**src/rtl/uart_tx_feeder.sv**
```systemverilog
`default_nettype none
// ============================================================================
// Module      : uart_tx_feeder
// Description : Byte FIFO with per-byte parity settings that feeds a UART
//               transmitter one frame at a time, handshaking on its busy.
// Revision    : 1.0 - initial release
// ============================================================================
module uart_tx_feeder #(
  parameter int DATA_WIDTH     = 8,
  parameter int FIFO_DEPTH     = 16,
  parameter int TIMEOUT_CYCLES = 1024
) (
  input  logic                          tx_clk,
  input  logic                          rst,
  input  logic                          wr_en,
  input  logic [DATA_WIDTH-1:0]         wr_data,
  input  logic                          wr_parity_en,
  input  logic                          wr_parity_odd,
  output logic                          full,
  output logic                          empty,
  output logic [$clog2(FIFO_DEPTH):0]   count,
  output logic                          overflow,
  input  logic                          busy,
  output logic                          tx_en,
  output logic [DATA_WIDTH-1:0]         data_in,
  output logic                          parity_en,
  output logic                          odd_r_even_parity,
  output logic                          sent,
  output logic                          timeout
);

  localparam int c_ADDR_W = $clog2(FIFO_DEPTH);
  localparam int c_CNT_W  = c_ADDR_W + 1;
  localparam int c_TMR_W  = $clog2(TIMEOUT_CYCLES + 1);
  localparam int c_ENT_W  = DATA_WIDTH + 2;
  localparam logic [c_TMR_W-1:0] c_TMR_MAX = c_TMR_W'(TIMEOUT_CYCLES - 1);
  localparam logic [c_CNT_W-1:0] c_FULL    = c_CNT_W'(FIFO_DEPTH);

  typedef enum logic [1:0] {
    S_IDLE      = 2'd0,
    S_REQ       = 2'd1,
    S_WAIT_IDLE = 2'd2
  } state_t;

  state_t                r_state;
  logic [c_ENT_W-1:0]    r_mem [FIFO_DEPTH];
  logic [c_ADDR_W-1:0]   r_wr_ptr;
  logic [c_ADDR_W-1:0]   r_rd_ptr;
  logic [c_TMR_W-1:0]    r_timer;

  logic                  w_wr_accept;
  logic                  w_pop;
  logic [c_ENT_W-1:0]    w_head;
  logic [c_CNT_W-1:0]    w_count_nxt;

  // full is taken from the registered count, so a same-cycle pop never frees a slot
  assign w_wr_accept = wr_en && !full;
  assign w_pop       = (r_state == S_IDLE) && !empty && !busy;
  assign w_head      = r_mem[r_rd_ptr];

  always_comb begin
    w_count_nxt = count;
    case ({w_wr_accept, w_pop})
      2'b10:   w_count_nxt = count + c_CNT_W'(1);
      2'b01:   w_count_nxt = count - c_CNT_W'(1);
      default: w_count_nxt = count;
    endcase
  end

  always_ff @(posedge tx_clk) begin
    if (w_wr_accept) begin
      r_mem[r_wr_ptr] <= {wr_parity_en, wr_parity_odd, wr_data};
    end
  end

  always_ff @(posedge tx_clk) begin
    if (rst) begin
      r_state           <= S_IDLE;
      r_wr_ptr          <= '0;
      r_rd_ptr          <= '0;
      r_timer           <= '0;
      count             <= '0;
      full              <= 1'b0;
      empty             <= 1'b1;
      overflow          <= 1'b0;
      tx_en             <= 1'b0;
      data_in           <= '0;
      parity_en         <= 1'b0;
      odd_r_even_parity <= 1'b0;
      sent              <= 1'b0;
      timeout           <= 1'b0;
    end else begin
      overflow <= wr_en && full;
      sent     <= 1'b0;
      timeout  <= 1'b0;
      if (w_wr_accept) begin
        r_wr_ptr <= r_wr_ptr + c_ADDR_W'(1);
      end
      if (w_pop) begin
        r_rd_ptr <= r_rd_ptr + c_ADDR_W'(1);
      end
      count <= w_count_nxt;
      full  <= (w_count_nxt == c_FULL);
      empty <= (w_count_nxt == '0);

      case (r_state)
        S_IDLE: begin
          if (w_pop) begin
            data_in           <= w_head[DATA_WIDTH-1:0];
            odd_r_even_parity <= w_head[DATA_WIDTH];
            parity_en         <= w_head[DATA_WIDTH+1];
            tx_en             <= 1'b1;
            r_timer           <= '0;
            r_state           <= S_REQ;
          end
        end
        S_REQ: begin
          if (busy) begin
            tx_en   <= 1'b0;
            r_state <= S_WAIT_IDLE;
          end else if (r_timer == c_TMR_MAX) begin
            // transmitter never answered; the popped entry is dropped
            tx_en   <= 1'b0;
            timeout <= 1'b1;
            r_state <= S_IDLE;
          end else begin
            r_timer <= r_timer + c_TMR_W'(1);
          end
        end
        S_WAIT_IDLE: begin
          if (!busy) begin
            sent    <= 1'b1;
            r_state <= S_IDLE;
          end
        end
        default: begin
          tx_en   <= 1'b0;
          r_state <= S_IDLE;
        end
      endcase
    end
  end

endmodule
`default_nettype wire

```
**config.mk**
```make
export PLATFORM = sky130hd
export DESIGN_NAME = uart_tx_feeder
export DESIGN_NICKNAME = d
export VERILOG_FILES = /design/src/rtl/uart_tx_feeder.sv
export SDC_FILE = /design/constraint.sdc
export NUM_CORES = 1
export LEC_CHECK = 0
export BUFFER_PORTS_ARGS = -buffer_cell sky130_fd_sc_hd__buf_2
export CORE_MARGIN = 4
export CORE_UTILIZATION = 45
export DETAILED_ROUTE_END_ITERATION = 16
export SYNTH_ARGS = -nofsm -noshare
export SYNTH_HDL_FRONTEND = slang
export SYNTH_SLANG_ARGS = --single-unit
```
**constraint.sdc**
```tcl
create_clock -name tx_clk -period 5.15 [get_ports tx_clk]
set_clock_uncertainty 0.05 [all_clocks]
set_input_delay 0.515 -clock tx_clk [delete_from_list [all_inputs] [get_ports tx_clk]]
set_output_delay 0.515 -clock tx_clk [all_outputs]
set_load 0.02 [all_outputs]
```
== Word level (Yosys, flattened, before mapping) ==
Memory sizes are Yosys's and may differ from the RTL's. A register that Yosys moved wholly into a read port is not among the register bits.
Index checks and enable logic that the tools add are counted.

* RAM bits: 160
* Output and inout bits: 21
* Word-level logic and storage cells: 64
* Input bits: 14
* Register bits: 32
* Memories: 1

{| class="wikitable"
|+ Memory list
! memory !! depth !! bits a word !! rd ports !! clocked after Yosys merged registers in !! wr ports !! RTL line !! text
|-
| r_mem || 16 || 10 || 1 || 1 || 1 || 46 || <nowiki>logic [c_ENT_W-1:0] r_mem [FIFO_DEPTH];</nowiki>
|}

* Reduce and logical (&&, ||, !) cells: 16
* Eq/ne operators: 11
* $add $sub $neg: 5
* Bitwise gates (word level): 2
* Mux-type cells: 18

{| class="wikitable"
|+ Operator list
! cell !! count
|-
| two-way mux 11 bit || 3
|-
| case mux 11 bit (2 select lines) || 1
|-
| adder 11 x 1 -> 11 bit, second input constant || 1
|-
| == test 11 x 10 -> 1 bit, second input constant || 1
|-
| case mux 5 bit (2 select lines) || 1
|-
| adder 4 x 1 -> 4 bit, second input constant || 2
|-
| two-way mux 2 bit || 4
|-
| inequality test 2 bit, second input constant || 4
|-
| two-way mux 1 bit || 7
|-
| case mux 2 bit (3 select lines) || 1
|-
| AND reduction 3 bit || 2
|-
| adder 5 x 1 -> 5 bit, second input constant || 1
|-
| == test 5 bit, second input constant || 1
|-
| zero test 5 bit || 1
|-
| subtractor 5 x 1 -> 5 bit, second input constant || 1
|-
| == test 2 x 1 -> 1 bit, second input constant || 2
|-
| == test 2 bit, second input constant || 2
|-
| logical AND 1 bit || 4
|-
| AND reduction 4 bit || 1
|-
| zero test 1 bit || 3
|-
| inequality test 3 bit, second input constant || 1
|-
| case mux 1 bit (3 select lines) || 1
|-
| OR reduction 3 bit || 1
|-
| zero test 2 bit || 1
|-
| 4 further kinds || 5
|}

== Logic depth before layout (Yosys ltp) ==
Gate-level depths: netlist (run 1).

* Depth after elaboration: 6
* Gate-level depth with buffers: 11
* Depth with buffers taken out: 10

== Worst setup path after synthesis (run 1) ==
No wires, ideal clock.

* Path kind: in2reg
* Start point: input busy
* End point: register full
* Data arrival time: 2.841 ns
* Stages: 11
* Setup time: 0.103 ns
* Data required time: 4.997 ns
* Slack: 2.156 ns
* Path through: or4_4 -> inv_2 -> buf_2 -> nand2_1 -> xnor2_1 -> ha_1 -> nor3b_1 -> a41oi_1 -> o31a_1 -> or3_1 -> a2111oi_2

* Cells in the longest elaborated chain, start to end: 5

{| class="wikitable"
|+ Ends and longest elaborated chain
! element !! RTL line !! text
|-
| from (decl) || 23 || <nowiki>input logic busy,</nowiki>
|-
| zero test 1 bit (*) || -- ||
|-
| logical AND 1 bit (*) || 58 || <nowiki>assign w_pop = (r_state == S_IDLE) && !empty && !busy;</nowiki>
|-
| == test 2 x 1 -> 1 bit or == test 2 bit (tied branches) || 63 || <nowiki>case ({w_wr_accept, w_pop})</nowiki>
|-
| case mux 5 bit (2 select lines) (*) || 63 ||
|-
| == test 5 bit (*) || 103 || <nowiki>full <= (w_count_nxt == c_FULL);</nowiki>
|-
| to (signal assigned) || 103 ||
|-
| to (decl) || 19 || <nowiki>output logic full,</nowiki>
|}

Every way passes the cells marked *; elsewhere a longest branch is shown, timed or not.
A chain may end at the register's enable or synchronous reset.

== Worst setup path in the final report (run 1) ==
* Start point: register r_state[1]
* End point: register full

* Cells in the longest elaborated chain, start to end: 6

{| class="wikitable"
|+ Ends and longest elaborated chain
! element !! RTL line !! text
|-
| from (decl) || 45 || <nowiki>state_t r_state;</nowiki>
|-
| from (signal assigned) || 78 || <nowiki>r_state <= S_IDLE;</nowiki>
|-
| from (signal assigned) || 114 || <nowiki>r_state <= S_REQ;</nowiki>
|-
| from (signal assigned) || 120 || <nowiki>r_state <= S_WAIT_IDLE;</nowiki>
|-
| zero test 2 bit (*) || 58 ||
|-
| logical AND 1 bit (*) (2 in series) || 58 ||
|-
| == test 2 x 1 -> 1 bit or == test 2 bit (tied branches) || 63 ||
|-
| case mux 5 bit (2 select lines) (*) || 63 ||
|-
| == test 5 bit (*) || 103 ||
|}

Marks and branches as above.

==> results.cfg, run 1 <==
[outcome]
status = finished, final reports clean

[worst_hold_path]
hold_class = in -> reg
worstHoldStart = busy

[detailed_routing]
drt-wirelength-per-cell_um = 20.3
first_pass_iters = 5
drc_errors = 0
via_per_inst = 5.62
drt_iter0_drc = 234
postRouteAntennaNets = 0
num_vias = 4262
wirelength_um = 15400

[worst_setup_path]
arrival_ns = 3.66
worst_r2r_startpoint = r_state[1]$_SDFFE_PP0P_
startpoint = r_state[1]$_SDFFE_PP0P_
crit_fanout = 40
path_cells = or4_4 > inv_2 > nand2_1 > xnor2_1 > ha_1 > nor3b_1 > a41oi_1 > o31a_1 > or3_1 > a2111oi_2
worstSetupPathType = reg -> reg
cp-end-kind = flip-flop
max_stage_delay_ns = 0.79
start_kind = flip-flop
cp.required_ns = 5.50
crit_path_top_delay_cell = or4_4

[timing]
hold_violations = 0
tightest_slew_ns = 1.15
max_slew_margin_pct = 23.0
period_share_pct = 64.3
setup_viol = 0
rsz0062_at_grt = false
period_needed_ns = 3.31
slew_viol_final = 0
tns_ns = 0
fmax_mhz = 302

[grt]
overflow = 0
grt_pass1_vias = 4303
grt_pass1_wl_um = 24700
grt_max_degree = 44
antenna_found_initial = 0
grt_usage_pct = 15.9

[clocking]
cts_buffers = 23
cts_setup_buffers = 0
cts_root_buf = clkbuf_16
insertion_delay_ns = 0.50
ctsResizeCount = 0
cts_max_path_buffers = 3
clock_sink_count = 202
cts_tree = done
ctsHtreeMaxLevel = 1
hold_buffers = 0
clk_pin_slew_worst_paths_ns = 0.06

[synthesis]
synth_top_cells_by_count = edfxtp_1 (160), nor2_1 (43), dfxtp_1 (42)
ys_ff_latch = 202
syn_nets = 502
synth-edff-count = 160
synth_warnings = 0
yosysTopAreaCellShare_pct = 60.5
yosysUniqueCellTypes = 46
syn_inst = 480
synth.avg_cell_area_sq_um = 16.5
synth_area_leaders = edfxtp_1 (61%), mux4_2 (11%), dfxtp_1 (11%)
yosys.area.top_type = edfxtp_1
yosysSeqAreaShare_pct = 71.1
synth_top_flop_cell = edfxtp_1
yosysMostFrequentCell = edfxtp_1
async_flop_share_pct = 0
netlist_area_sq_um = 7940

[die]
core_sq_um = 17300
die_y_um = 141
rows = 48
start_util_pct = 45.9
dieArea_sq_um = 19800
dieWidth_um = 141
ioPinCount = 35

[finish]
nFillCells = 1417
nets = 540
syn2layout_area_growth_pct = 14.2
drive_above_1_share_pct = 23.0
antenna_cells = 0

[pwr]
leakage_nw = 2.99
vdd_ir_drop_max_uv = 379
power_w = 0.00395
p_per_area_nw_per_um2 = 436

[place]
port_buffers = 34
gp_congestion = 0.776
dp_hpwl_um = 9590

[flow_run]
cap_violations = 0
-- worst max-delay path: cells and delay by family (launching register included) --
family                   cells  cell delay, ns
AND/OR/NAND/NOR              4            1.43
flip-flops                   1            0.36
AO/OA/AOI/OAI                3            0.73
XOR/XNOR                     1            0.13
buffers and inverters        1            0.27
adder cells (fa/ha/maj)      1            0.25
-- registers in the layout, summed over array words and instances (netlist names) --
register and cells:
r_mem 160, r_timer 11, data_in 8, count 5, r_rd_ptr 4, r_wr_ptr 4, r_state 2, empty 1
full 1, odd_r_even_parity 1, overflow 1, parity_en 1, sent 1, timeout 1, tx_en 1
-- layout make-up --
type	count	area, sq um	area share [%]
inverter	7	26.3	0.290
sequential	202	5650	62.3
clock inverter	10	76.3	0.842
timing repair buffer	41	223	2.46
tap	225	282	3.10
clock buffer	31	647	7.13
multi-input combinational	243	2170	23.9
-- worst paths after layout --
kind / end / slack [ns] / depth (start not counted)
hold / removal: sent$_SDFF_PP0_ / 0.20 / 2
hold reg to reg: r_timer[1]$_SDFFE_PP0P_ / 0.44 / 2
setup / recovery: full$_SDFF_PP0_ / 1.84 / 10
setup reg to reg: full$_SDFF_PP0_ / 1.84 / 10
-- layout by cell type (no fill, tap or decap), types with 2 or more instances in the layout --
cell type,instances
nand2_1,16
nand4_1,5
a21oi_1,31
and2_1,2
or3b_2,2
o211ai_1,2
a21o_1,2
xnor2_1,12
nor3_1,7
nor2b_1,4
and3_1,3
inv_1,5
clkbuf_16,23
xor2_1,7
edfxtp_1,160
a31oi_1,3
dfxtp_2,2
clkinv_2,2
nand2b_1,2
inv_2,2
nor2_1,43
ha_1,8
nand3_1,5
clkinv_1,5
clkbuf_1,3
clkbuf_8,4
nor3b_1,4
buf_4,7
mux4_2,40
a22oi_1,20
a211oi_1,3
nor4b_1,2
buf_2,34
a2111oi_0,3
dfxtp_1,40
-- metal layers --
layer	routed length, um	part of all wire [%]	track usage (%)
met1	6860	44	22.3
met2	7450	48	26.5
met3	814	5.3	2.51
met4	310	2.0	3.82
met5	0	0	0
-- where the power goes --
part           switching [W]  total [W]  leakage [nW]  internal (W)
combinational       0.000277   0.000517         0.843      0.000240
sequential         0.0000835    0.00191          1.79       0.00182
clock               0.000605    0.00153         0.358      0.000927
total               0.000965    0.00395          2.99       0.00299
-- logic make-up (layout without fill, tap and decap cells) --
logic type,count (synthesis),count (layout),synth area share (%)
and+or+nand+nor,100,100,6.16
xor gates and xnor gates,19,19,2.10
buffers and inverters,35,89,1.73
DFF,202,202,71.1
AOI/OAI and AO/OA,75,75,6.19
muxes,41,41,11.5
adders and majority gates,8,8,1.26
-- stage by stage --
step	utilization (%)	hold slack (ns)	area (sq um)	cells	worst slack [ns]
after floorplan	-	0.411	7940	480	2.16
after global placement	48.2	0.428	8340	718	1.72
after detailed placement	48.2	0.437	8340	718	1.63
after CTS	52.4	0.170	9070	759	1.84
after global routing	52.4	0.187	9070	759	1.60
final	52.4	0.204	9070	759	1.84
Note: power is estimated with default switching activity, not from simulation.
==> run 2: changes to the inputs <==
--- a/config.mk
+++ b/config.mk
@@ -5,6 +5,7 @@
 export SDC_FILE = /design/constraint.sdc
 export NUM_CORES = 1
 export LEC_CHECK = 0
+export ABC_AREA = 1
 export BUFFER_PORTS_ARGS = -buffer_cell sky130_fd_sc_hd__buf_2
 export CORE_MARGIN = 4
 export CORE_UTILIZATION = 45
==> constraint.sdc (replaced) <==
create_clock -name tx_clk -period 2.7 [get_ports tx_clk]
set_clock_uncertainty 0.05 [all_clocks]
set_input_delay 0.27 -clock tx_clk [delete_from_list [all_inputs] [get_ports tx_clk]]
set_output_delay 0.27 -clock tx_clk [all_outputs]
set_load 0.02 [all_outputs]
==> results.cfg, run 2 <==
[die]
core_sq_um = 18100
die_y_um = 144
rows = 49
ioPinCount = 35
start_util_pct = 45.9
dieArea_sq_um = 20700
dieWidth_um = 144

[timing]
max_slew_margin_pct = 51.7
tns_ns = 0
slew_viol_final = 0
rsz0062_at_grt = false
hold_violations = 0
period_needed_ns = 2.08
setup_viol = 0
tightest_slew_ns = 0.724
period_share_pct = 76.9
fmax_mhz = 482

[detailed_routing]
drt-wirelength-per-cell_um = 18.6
drt_iter0_drc = 479
postRouteAntennaNets = 0
wirelength_um = 19200
drc_errors = 0
first_pass_iters = 7
via_per_inst = 5.53
num_vias = 5718

[worst_setup_path]
arrival_ns = 2.42
startpoint = busy
r2r_slack_ns = 0.71
cp-end-kind = flip-flop
worst_r2r_startpoint = full$_SDFF_PP0_
start_kind = input pin
r2r_end = full$_SDFF_PP0_
worstSetupPathType = in -> reg
reg2regPathDepth = 18
crit_fanout = 5
cp.required_ns = 3.05

[synthesis]
syn_inst = 738
synth_area_leaders = edfxtp_1 (58%), dfxtp_1 (10%), nor2_1 (6.6%)
async_flop_share_pct = 0
synth_warnings = 0
yosysTopAreaCellShare_pct = 57.8
yosysMostFrequentCell = edfxtp_1
netlist_area_sq_um = 8310
ys_ff_latch = 202
synth.avg_cell_area_sq_um = 11.3
synth_top_cells_by_count = edfxtp_1 (160), nor2_1 (147), o21ai_0 (87)
synth-edff-count = 160
yosysUniqueCellTypes = 35
syn_nets = 760
synth_top_flop_cell = edfxtp_1
yosysSeqAreaShare_pct = 68.0
yosys.area.top_type = edfxtp_1

[finish]
antenna_cells = 0
postLayoutCoreUtil_pct = 52.7
finalNonFillerCells = 1034
multiInputGateArea_sq_um = 2320
drive_above_1_share_pct = 14.2
largest_reg_flops = 160
nFillCells = 1538
top_register = r_mem
syn2layout_area_growth_pct = 14.7
seqCellArea_sq_um = 5650
layout_commonest_cell = edfxtp_1
nets = 811
final_cell_mix = edfxtp_1 (160), nor2_1 (147), o21ai_0 (87)
top_regs = r_mem x160, r_timer x11, data_in x8

[clocking]
clk_pin_slew_worst_paths_ns = 0.06
cts_root_buf = clkbuf_16
cts_buffers = 22
clock_sink_count = 202
cts_setup_buffers = 0
insertion_delay_ns = 0.50
ctsResizeCount = 0
cts_max_path_buffers = 3
ctsHtreeMaxLevel = 1
cts_tree = done
hold_buffers = 2

[grt]
grt_max_degree = 69
grt_usage_pct = 19.0
overflow = 0
antenna_found_initial = 1
grt_pass1_vias = 5590
grt_pass1_wl_um = 30200

[place]
dp.cells = 992
port_buffers = 34
dp_hpwl_um = 11900
gp_congestion = 0.842

[worst_hold_path]
holdPathStages = 1
worstHoldStart = wr_data[2]
min_delay_worst_endpoint = r_mem[6][2]$_DFFE_PP_
hold_class = in -> reg

[pwr]
leakage_nw = 3.42
p_per_area_nw_per_um2 = 787
vdd_ir_drop_max_uv = 373
power_w = 0.00750

[outcome]
status = finished, final reports clean

[flow_run]
cap_violations = 0
-- run 2: logic make-up after synthesis --
| group | count (synthesis) | share of synthesized area, % |
|---|---|---|
| buffers and inverters | 85 | 4.07 |
| AOI/OAI and AO/OA | 160 | 11.5 |
| adders and majority gates | 8 | 1.20 |
| and+or+nand+nor | 278 | 14.7 |
| DFF | 202 | 68.0 |
| xor gates and xnor gates | 5 | 0.618 |
-- run 2: through the flow --
stage | area, sq um | setup WS (ns) | hold slack, ns
6_report | 9530 | 0.624 | 0.107
5_1_grt | 9530 | 0.407 | 0.0969
4_1_cts | 9530 | 0.662 | 0.0929
3_5_place_dp | 8830 | 0.690 | 0.401
3_3_place_gp | 8830 | 0.759 | 0.398
2_1_floorplan | 8310 | 0.528 | 0.296
-- run 2: worst max-delay path, cell delays in order --
cell and delay [ns]:
dlygate4sd3_1 0.53, buf_2 0.17, nor2_4 0.21, nand3_4 0.12, nand2_1 0.10, nand2_1 0.06
inv_1 0.08, ha_1 0.14, inv_1 0.04, nand2_1 0.08, nand3_1 0.11, clkinv_1 0.07
nand2_1 0.05, nand2_1 0.07, nand3_1 0.07, nand2_1 0.06, nand2_1 0.06, nand2_1 0.08
nor2_1 0.05
-- run 2: cell type report --
class,instances,area share [%]
clock buffer,24,6.08
clock inverter,16,1.04
inverter,49,1.98
multi-input combinational,451,24.4
sequential,202,59.2
tap,229,3.01
timing repair buffer,63,4.25
-- run 2: routing by layer --
metal  track usage (%)  up-vias  routed length (um)  share of wire [%]
met3              3.53       30                1210                6.3
met1              24.8     2755                8070                 42
met4              6.14        2                 398                2.1
met2              32.1      208                9560                 50
met5                 0        -                  13              0.068
li1                  -     2723                   -                  -
-- run 2: worst max path at each step --
stage                          endpoint  slack (ns)  cells past startpoint
finish                  full$_SDFF_PP0_        0.62                     19
global route        count[4]$_SDFF_PP0_        0.41                     19
CTS                     full$_SDFF_PP0_        0.66                     19
detailed placement      full$_SDFF_PP0_        0.69                     18
global placement        full$_SDFF_PP0_        0.76                     18
floorplan               full$_SDFF_PP0_        0.53                     16
-- run 2: power by group --
part / internal, W / switching [W] / leakage (nW) / total, W
Combinational: 0.000358 / 0.000826 / 1.30 / 0.00118
Sequential: 0.00346 / 0.0000743 / 1.79 / 0.00354
Clock: 0.00163 / 0.00115 / 0.337 / 0.00278
Total: 0.00546 / 0.00205 / 3.42 / 0.00750
==> run 3: changes to the inputs <==
==> constraint.sdc (replaced) <==
create_clock -name tx_clk -period 1.9 [get_ports tx_clk]
set_clock_uncertainty 0.05 [all_clocks]
set_input_delay 0.19 -clock tx_clk [delete_from_list [all_inputs] [get_ports tx_clk]]
set_output_delay 0.19 -clock tx_clk [all_outputs]
set_load 0.02 [all_outputs]
==> results.cfg, run 3 (synthesized netlist as in run 2, its figures left out) <==
[outcome]
status = finished, final reports clean

[finish]
largest_reg_flops = 160
nets = 830
syn2layout_area_growth_pct = 18.4
layout_commonest_cell = edfxtp_1
fin_area_sq_um = 9840
final_cell_mix = edfxtp_1 (160), nor2_1 (146), o21ai_0 (86)
top_regs = r_mem x160, r_timer x11, data_in x8
postLayoutCoreUtil_pct = 54.4
antenna_cells = 0
top_register = r_mem
finalNonFillerCells = 1053
drive_above_1_share_pct = 19.3

[place]
dp_hpwl_um = 12400
dp_slack_ns = -0.0114
dp.cells = 1004
placed_area_sq_um = 8960
gp_congestion = 0.881
port_buffers = 34

[timing]
hold_violations = 0
slew_viol_final = 0
period_share_pct = 98.3
fmax_mhz = 535
period_needed_ns = 1.87
rsz0062_at_grt = true
max_slew_margin_pct = 56.8
tightest_slew_ns = 0.647
setup_viol = 0
setup_slack_ns = 0.0324

[detailed_routing]
postRouteAntennaNets = 0
wirelength_um = 19600
drc_errors = 0
drt_iter0_drc = 424
via_per_inst = 5.57
first_pass_iters = 5
drt-wirelength-per-cell_um = 18.6
num_vias = 5863

[pwr]
leakage_nw = 3.54
vdd_ir_drop_max_uv = 733
p_per_area_nw_per_um2 = 1110

[clocking]
cts_root_buf = clkbuf_16
cts_tree = done
clock_sink_count = 202
cts_buffers = 22
ctsHtreeMaxLevel = 1
cts_max_path_buffers = 3
insertion_delay_ns = 0.50
clk_pin_slew_worst_paths_ns = 0.06

[die]
rows = 49
die_y_um = 144
start_util_pct = 45.9
core_sq_um = 18100
ioPinCount = 35
dieWidth_um = 144
dieArea_sq_um = 20700

[worst_hold_path]
holdPathStages = 1
worstHoldStart = wr_data[5]
hold_class = in -> reg

[grt]
grt_pass1_vias = 5684
grt_pass1_wl_um = 30400
grt_usage_pct = 19.0
overflow = 0
antenna_found_initial = 1
grt_max_degree = 38

[worst_setup_path]
worstSetupPathType = reg -> reg
worst-path-buf-inv = 3
crit_fanout = 4
arrival_ns = 2.24
cp.required_ns = 2.27
reg2regPathDepth = 14
path_cells = nor2_4 > nand4_1 > nand2_2 > inv_2 > ha_4 > inv_4 > nand2_4 > inv_2 > nand2_2 > nand3_2 > nand2_1 > nor2_2 > nand3_2 > o21bai_1
start_kind = flip-flop
startpoint = empty$_SDFF_PP1_
crit_path_top_delay_cell = dfxtp_2
worst_r2r_startpoint = empty$_SDFF_PP1_
cp-end-kind = flip-flop
max_stage_delay_ns = 0.33
critical-path-top-delay-family = simple AND/OR/NAND/NOR gates
cp.depth = 14

[flow_run]
cap_violations = 0
## run 3: final timing paths
kind	endpoint	slack (ns)
hold reg to reg	r_timer[10]$_SDFFE_PP0P_	0.41
hold / removal	r_mem[0][5]$_DFFE_PP_	0.03
setup reg to reg	empty$_SDFF_PP1_	0.03
setup / recovery	empty$_SDFF_PP1_	0.03
## run 3: routing by layer
metal | track usage (%) | vias up | wire, um
met2 | 31.9 | 201 | 9530
met3 | 3.29 | 51 | 1230
met5 | 0 | - | 20
met1 | 25.1 | 2850 | 8210
met4 | 6.39 | 2 | 579
li1 | - | 2759 | -
## run 3: layout make-up
type	count	area, sq um
Fill cell	1509	8250
Sequential cell	202	5650
Multi-Input combinational cell	451	2430
Clock buffer	31	616
Timing Repair Buffer	82	581
Tap cell	229	287
Inverter	49	199
Clock inverter	9	70.1
## run 3: report_power, final
part / internal, W / switching, W
combinational: 0.000650 / 0.00126
clock: 0.00239 / 0.00161
sequential: 0.00493 / 0.000115
## run 3: worst register-to-register path: stages, from the launching register on
cell and delay, ns:
dfxtp_2 0.33, nor2_4 0.17, nand4_1 0.18, nand2_2 0.11, inv_2 0.05, ha_4 0.16
inv_4 0.05, nand2_4 0.05, inv_2 0.05, nand2_2 0.05, nand3_2 0.08, nand2_1 0.08
nor2_2 0.13, nand3_2 0.09, o21bai_1 0.16
## run 3: timing repair
item / 4_1_cts / 5_1_grt
hold endpoints to repair: 4 / 0
setup endpoints to repair: 1 / 11
gates resized for setup: 3 / 33
pin swaps: 3 / 17
hold buffers: 2 / 0
setup buffers: 4 / 5
## run 3: per-stage QoR
step	hold WS [ns]	setup TNS [ns]	power (W)
after global routing	0.0310	-0.123	0.0115
after floorplan	0.216	0	0.00626
final	0.0300	0	0.0110
after detailed placement	0.392	-0.0114	0.00687
after global placement	0.396	0	0.00681
after CTS	0.0117	0	0.0109
